==> config.mk <==
export PLATFORM = sky130hd
export DESIGN_NAME = miller_byte_deframer
export DESIGN_NICKNAME = d
export VERILOG_FILES = /design/src/rtl/miller_byte_deframer.sv
export SDC_FILE = /design/constraint.sdc
export NUM_CORES = 1
export LEC_CHECK = 0
export CAP_MARGIN = 20
export CELL_PAD_IN_SITES_DETAIL_PLACEMENT = 0
export CELL_PAD_IN_SITES_GLOBAL_PLACEMENT = 2
export CORE_MARGIN = 2
export CORE_UTILIZATION = 35
export CTS_CLUSTER_DIAMETER = 40
export DETAILED_ROUTE_END_ITERATION = 6
export GPL_TIMING_DRIVEN = 1
export PLACE_DENSITY_LB_ADDON = 0.1
export SYNTH_ARGS = -nofsm -noshare
export SYNTH_HDL_FRONTEND = slang
export SYNTH_SLANG_ARGS = --single-unit
==> constraint.sdc <==
create_clock -name clk -period 5.9 [get_ports clk]
set_input_delay 0.885 -clock clk [delete_from_list [all_inputs] [get_ports clk]]
set_output_delay 0.885 -clock clk [all_outputs]
set_load 0.1 [all_outputs]
==> src/rtl/miller_byte_deframer.sv <==
// Miller byte deframer: turns decoded bit strobes from the Miller decoder
// back into MSB-first bytes. It can optionally hunt for a sync word first,
// ends a frame after an idle timeout, and queues the bytes in a small FIFO.
// The FIFO drives a valid/ready output interface.
module miller_byte_deframer #(
  parameter int         SYNC_EN      = 0,
  parameter logic [7:0] SYNC_WORD    = 8'h7E,
  parameter int         IDLE_TIMEOUT = 64,
  parameter int         FIFO_DEPTH   = 4
) (
  input  logic       clk,
  input  logic       rst_p,
  input  logic       Bit_in,
  input  logic       Bit_in_valid,
  output logic [7:0] data_out,
  output logic       data_out_valid,
  input  logic       data_out_tready,
  output logic       frame_active,
  output logic       frame_err,
  output logic       overflow
);

  localparam int PTR_W = (FIFO_DEPTH > 1) ? $clog2(FIFO_DEPTH) : 1;
  localparam int CNT_W = PTR_W + 1;
  localparam int IC_W  = (IDLE_TIMEOUT > 1) ? $clog2(IDLE_TIMEOUT) : 1;

  typedef enum logic [1:0] {
    ST_IDLE = 2'd0,
    ST_HUNT = 2'd1,
    ST_DATA = 2'd2
  } state_t;

  state_t            state, state_n;
  logic [2:0]        bit_cnt, bit_cnt_n;
  logic [IC_W-1:0]   idle_cnt, idle_cnt_n;
  logic [7:0]        sr;
  logic [7:0]        nxt;
  logic              push;
  logic              frame_err_n;

  logic [7:0]        mem [FIFO_DEPTH];
  logic [PTR_W-1:0]  wr_ptr, rd_ptr;
  logic [CNT_W-1:0]  count;
  logic              full, pop, push_ok;

  // The candidate shift-register value if a strobe arrives this cycle.
  assign nxt = {sr[6:0], Bit_in};

  // Next-state logic: framing FSM, bit counter, idle timeout and byte push.
  always_comb begin
    state_n     = state;
    bit_cnt_n   = bit_cnt;
    idle_cnt_n  = idle_cnt;
    push        = 1'b0;
    frame_err_n = 1'b0;
    unique case (state)
      ST_IDLE: begin
        idle_cnt_n = '0;
        if (Bit_in_valid) begin
          if (SYNC_EN != 0) begin
            state_n   = ST_HUNT;
            bit_cnt_n = 3'd0;
          end else begin
            // The first bit after idle is already the MSB of a byte.
            state_n   = ST_DATA;
            bit_cnt_n = 3'd1;
          end
        end
      end
      ST_HUNT, ST_DATA: begin
        if (Bit_in_valid) begin
          // A strobe in the timeout cycle wins over the timeout.
          idle_cnt_n = '0;
          if (state == ST_HUNT) begin
            if (nxt == SYNC_WORD) begin
              state_n   = ST_DATA;
              bit_cnt_n = 3'd0;
            end
          end else begin
            push      = (bit_cnt == 3'd7);
            bit_cnt_n = bit_cnt + 3'd1;
          end
        end else if (idle_cnt == IC_W'(IDLE_TIMEOUT - 1)) begin
          state_n     = ST_IDLE;
          bit_cnt_n   = 3'd0;
          idle_cnt_n  = '0;
          frame_err_n = (state == ST_DATA) && (bit_cnt != 3'd0);
        end else begin
          idle_cnt_n = idle_cnt + IC_W'(1);
        end
      end
      default: begin
        state_n   = ST_IDLE;
        bit_cnt_n = 3'd0;
      end
    endcase
  end

  // Framing registers: state, counters, shift register and the error pulse.
  // NOTE: sequential state uses non-blocking assignments so that every flop
  // samples the pre-edge values, whatever order the statements appear in.
  always_ff @(posedge clk or posedge rst_p) begin
    if (rst_p) begin
      state     <= ST_IDLE;
      bit_cnt   <= 3'd0;
      idle_cnt  <= '0;
      sr        <= 8'h00;
      frame_err <= 1'b0;
    end else begin
      state     <= state_n;
      bit_cnt   <= bit_cnt_n;
      idle_cnt  <= idle_cnt_n;
      frame_err <= frame_err_n;
      if (Bit_in_valid) sr <= nxt;
    end
  end

  assign frame_active = (state != ST_IDLE);

  // FIFO control: a push and a pop on the same edge are both legal when the
  // FIFO is full.
  assign full           = (count == CNT_W'(FIFO_DEPTH));
  assign data_out_valid = (count != '0);
  assign pop            = data_out_valid && data_out_tready;
  assign push_ok        = push && (!full || pop);

  // NOTE: the storage array has no reset, so it maps to plain RAM/registers.
  // data_out is forced to zero while the FIFO is empty, so stale contents
  // never become visible.
  always_ff @(posedge clk) begin
    if (push_ok) mem[wr_ptr] <= nxt;
  end

  assign data_out = data_out_valid ? mem[rd_ptr] : 8'h00;

  // FIFO pointers, occupancy count and the sticky overflow flag.
  always_ff @(posedge clk or posedge rst_p) begin
    if (rst_p) begin
      wr_ptr   <= '0;
      rd_ptr   <= '0;
      count    <= '0;
      overflow <= 1'b0;
    end else begin
      if (push_ok) wr_ptr <= wr_ptr + PTR_W'(1);
      if (pop)     rd_ptr <= rd_ptr + PTR_W'(1);
      unique case ({push_ok, pop})
        2'b10:   count <= count + CNT_W'(1);
        2'b01:   count <= count - CNT_W'(1);
        default: count <= count;
      endcase
      if (push && full && !pop) overflow <= 1'b1;
    end
  end

endmodule

==> metrics.txt <==
# TYPE chip_impl_metric gauge
chip_impl_metric{name="drc_errors",unit=""} 0
chip_impl_metric{name="sum_of_negative_setup_slack",unit="ns"} 0
chip_impl_metric{name="vdd_ir_drop_max",unit="V"} 0.000153
chip_impl_metric{name="insertion_delay",unit="ns"} 0.32
chip_impl_metric{name="ant_nets",unit=""} 0
chip_impl_metric{name="timing.max_cap.violations",unit=""} 0
chip_impl_metric{name="vias",unit=""} 1289
chip_impl_metric{name="cellPowerDensity",unit="nW/um^2"} 559
chip_impl_metric{name="clkPwrFrac",unit="%"} 28.6
chip_impl_metric{name="core-area",unit="sq um"} 6830
chip_impl_metric{name="ioPinCount",unit=""} 17
chip_impl_info{name="type_of_origin_of_the_critical_path",value="flop"} 1
chip_impl_info{name="holdCritStartpoint",value="overflow$_DFFE_PP0P_"} 1
chip_impl_metric{name="antenna_found_initial",unit=""} 0
chip_impl_metric{name="numCtsBuffers",unit=""} 9
chip_impl_metric{name="place_hpwl",unit="um"} 2820
chip_impl_metric{name="worst_slew_margin_rel",unit="%"} 35.3
chip_impl_metric{name="drt_iter0_markers",unit=""} 87
chip_impl_metric{name="num_rows",unit=""} 30
chip_impl_metric{name="timing.final.max_slew_violations",unit=""} 0
chip_impl_metric{name="cts_resized",unit=""} 0
chip_impl_metric{name="post_cts_hold_buffers",unit=""} 0
chip_impl_metric{name="synthDominantCellAreaShare",unit="%"} 38.6
chip_impl_metric{name="worst_setup_hold_path_clk_slew",unit="ns"} 0.07
chip_impl_metric{name="grt_pass1_vias",unit=""} 1343
chip_impl_metric{name="cp_data_required_time",unit="ns"} 5.02
chip_impl_metric{name="power_switching_share",unit="%"} 38.4
chip_impl_metric{name="fp.dieW",unit="um"} 88.4
chip_impl_metric{name="grt_pass1_wl",unit="um"} 6850
chip_impl_metric{name="h-tree-depth",unit=""} 3
chip_impl_metric{name="first_pass_iters",unit=""} 4
chip_impl_info{name="rr_startpoint",value="bit_cnt[0]$_DFFE_PP0P_"} 1
chip_impl_metric{name="synth-seq-cells",unit=""} 58
chip_impl_metric{name="worst-path-max-fanout",unit=""} 10
chip_impl_metric{name="die_height",unit="um"} 88.4
chip_impl_metric{name="synth.cell_area",unit="sq um"} 2490
chip_impl_metric{name="design.die.area",unit="sq um"} 7810
chip_impl_metric{name="cpPeakStageDelay",unit="ns"} 0.96
chip_impl_metric{name="cp_buf_inv_count",unit=""} 1
chip_impl_metric{name="shortest_period_the_worst_path_allows",unit="ns"} 3.62
chip_impl_metric{name="worst_pin_slew",unit="ns"} 0.968
chip_impl_metric{name="hold_viol",unit=""} 0
chip_impl_metric{name="ys_seq_area_share",unit="%"} 64.7
chip_impl_metric{name="drive_above_1_share",unit="%"} 21.4
chip_impl_metric{name="synthesis.yosys.warnings",unit=""} 0
chip_impl_metric{name="post-route-cell-area",unit="sq um"} 3030
chip_impl_info{name="crit_type",value="flop to output pin"} 1
chip_impl_info{name="cp_cell_sequence",value="mux4_2, and2_1, clkdlybuf4s50_1"} 1
chip_impl_info{name="outcome",value="finished clean"} 1
chip_impl_metric{name="num_antenna_cells",unit=""} 0
chip_impl_metric{name="finalCritPeriodShare",unit="%"} 61.3
chip_impl_info{name="setup.worst_path.end_class",value="output pin"} 1
chip_impl_info{name="clock_tree.root_cell",value="clkbuf_8"} 1
chip_impl_metric{name="worst_clock_skew",unit="ns"} 0.00608
chip_impl_metric{name="p_seq_share",unit="%"} 34.1
chip_impl_info{name="synth_area_leader_cell",value="edfxtp_1"} 1
chip_impl_metric{name="max_freq",unit="GHz"} 0.276
chip_impl_metric{name="timing.hold.ws",unit="ns"} 0.470
chip_impl_metric{name="detail_route.vias_per_cell",unit=""} 4.55
chip_impl_info{name="rsz0062_at_grt",value="no"} 1
chip_impl_metric{name="grt_remaining_overflow",unit=""} 0
chip_impl_metric{name="p_switching",unit="uW"} 650
chip_impl_metric{name="grt_use_total",unit="%"} 12.2
chip_impl_metric{name="worstPathArrival",unit="ns"} 2.73
chip_impl_metric{name="mappedNetlistNets",unit=""} 174
chip_impl_metric{name="power.internal",unit="uW"} 1040
chip_impl_metric{name="area_delta_synth_final",unit="%"} 21.6
chip_impl_metric{name="portBuffers",unit=""} 16
chip_impl_info{name="crit_path_top_delay_cell",value="clkdlybuf4s50_1"} 1
chip_impl_metric{name="comb_power_share",unit="%"} 37.4
chip_impl_metric{name="numClockSinks",unit=""} 58
chip_impl_info{name="largest_cells_by_area_after_synthesis",value="edfxtp_1 (39%), dfrtp_1 (26%), mux4_2 (7.2%)"} 1
chip_impl_metric{name="final_setup_violation_count",unit=""} 0
chip_impl_metric{name="grt_start_max_net_pins",unit=""} 27
chip_impl_info{name="min_path_type",value="flop to flop"} 1
chip_impl_metric{name="synthesis.area_per_instance",unit="sq um"} 15.7
chip_impl_metric{name="cts_buffer_depth",unit=""} 2
chip_impl_metric{name="post_dp_cell_area",unit="sq um"} 2740
chip_impl_metric{name="static-leakage-power",unit="uW"} 0.00116
chip_impl_info{name="critical-path-top-delay-family",value="buffers and inverters"} 1
chip_impl_metric{name="netlist_instances",unit=""} 159
chip_impl_metric{name="synthDistinctLibCells",unit=""} 34
chip_impl_metric{name="final_net_count",unit=""} 197
chip_impl_metric{name="total_wire_length",unit="um"} 4030
chip_impl_metric{name="wire_per_inst",unit="um"} 14.2
chip_impl_metric{name="start_util",unit="%"} 36.5
chip_impl_metric{name="gp_routability_congestion",unit=""} 0.746
chip_impl_metric{name="post-cts-setup-buffers",unit=""} 0
chip_impl_info{name="cts_tree",value="done"} 1
chip_impl_info{name="worst_setup_path_startpoint",value="rd_ptr[0]$_DFFE_PP0P_"} 1
[worst paths after layout]
kind                                     endpoint  slack, ns  depth (start not counted)
max                                   data_out[2]       2.28                          3
min                          overflow$_DFFE_PP0P_       0.47                          1
max reg2reg                  count[2]$_DFFE_PP0P_       3.71                         11
min reg2reg                  overflow$_DFFE_PP0P_       0.47                          1
max in group asynchronous       sr[6]$_DFFE_PP0P_       4.58                          3
min in group asynchronous  bit_cnt[0]$_DFFE_PP0P_       0.87                          2
[synthesized netlist by cell type]
cell type  instances
nor2_1             6
nand2b_1           1
or2_2              1
inv_1              9
nand3_2            2
nand2_1            3
dfrtp_1           26
clkbuf_2           1
fa_1               1
a21oi_1            1
nor3_1             1
mux4_2             8
o21bai_1           1
and3_1             1
and2_4             1
mux2_4             1
nor2_2             1
nor4b_4            1
a41o_1             1
and2_1            12
nand3_1            5
ha_1               9
buf_6              2
a21o_1             1
or3_4              1
a31oi_1            1
buf_2              3
xnor2_1            4
or3_1              1
mux2_2             7
nor2b_1            2
xor2_1             5
o21ai_0            7
edfxtp_1          32
[kinds of logic (layout without fill, tap and decap cells)]
kind of cell | Yosys count | count (layout) | synth area share, %
fa+ha+maj | 10 | 10 | 5.32
xor+xnor | 9 | 9 | 3.16
compound gates | 12 | 12 | 2.86
buf+inv | 15 | 43 | 3.06
mux | 16 | 16 | 11.0
simple gates | 39 | 39 | 9.89
flops | 58 | 58 | 64.7
[sequential cells by signal, indices dropped and copies added (netlist names)]
signal,cells
bit_cnt,3
count,3
frame_err,1
idle_cnt,6
mem,32
overflow,1
rd_ptr,2
sr,7
state,1
wr_ptr,2
[final cells by class]
cell class / count / area, sq um
well taps: 96 / 120
multi-input cells: 86 / 803
inverters: 9 / 33.8
clock buffers: 11 / 141
fillers: 641 / 3800
flip-flops and latches: 58 / 1610
clock inverters: 5 / 125
repair buffers: 18 / 195
[power groups by stage]
stage               Combinational (uW)  Clock, uW  Sequential (uW)
floorplan                          544          0              555
global placement                   628          0              581
detailed placement                 639          0              588
CTS                                640        497              580
global route                       675        521              591
finish                             633        484              577
[layer usage]
metal  up-vias  track usage [%]  share of wire [%]
met2        22             17.6                 47
met3         4             4.01                3.0
met5         -                0                  0
met4         0             6.61                1.1
li1        614                -                  -
met1       649             16.4                 49
[metrics by stage]
step | std cells | power, uW | worst slack [ns] | utilization (%)
4_1_cts | 282 | 1720 | 2.22 | 44.0
3_5_place_dp | 266 | 1230 | 2.58 | 40.1
2_1_floorplan | 159 | 1100 | 3.42 | -
5_1_grt | 283 | 1790 | 2.09 | 44.4
3_3_place_gp | 266 | 1210 | 2.61 | 40.1
6_report | 283 | 1690 | 2.28 | 44.4
[placed cells by master (no fill, tap or decap), drive strengths merged]
cell and instances:
a21o 1, a21oi 1, a31oi 1, a41o 1, and2 13, and3 1
buf 2, bufinv 4, clkbuf 11, clkdlybuf4s50 16, clkinv 1, dfrtp 26
edfxtp 32, fa 1, ha 9, inv 9, mux2 8, mux4 8
nand2 3, nand2b 1, nand3 7, nor2 7, nor2b 2, nor3 1
nor4b 1, o21ai 7, o21bai 1, or2 1, or3 2, xnor2 4
xor2 5
No activity file was read; power rests on OpenSTA's default activity.
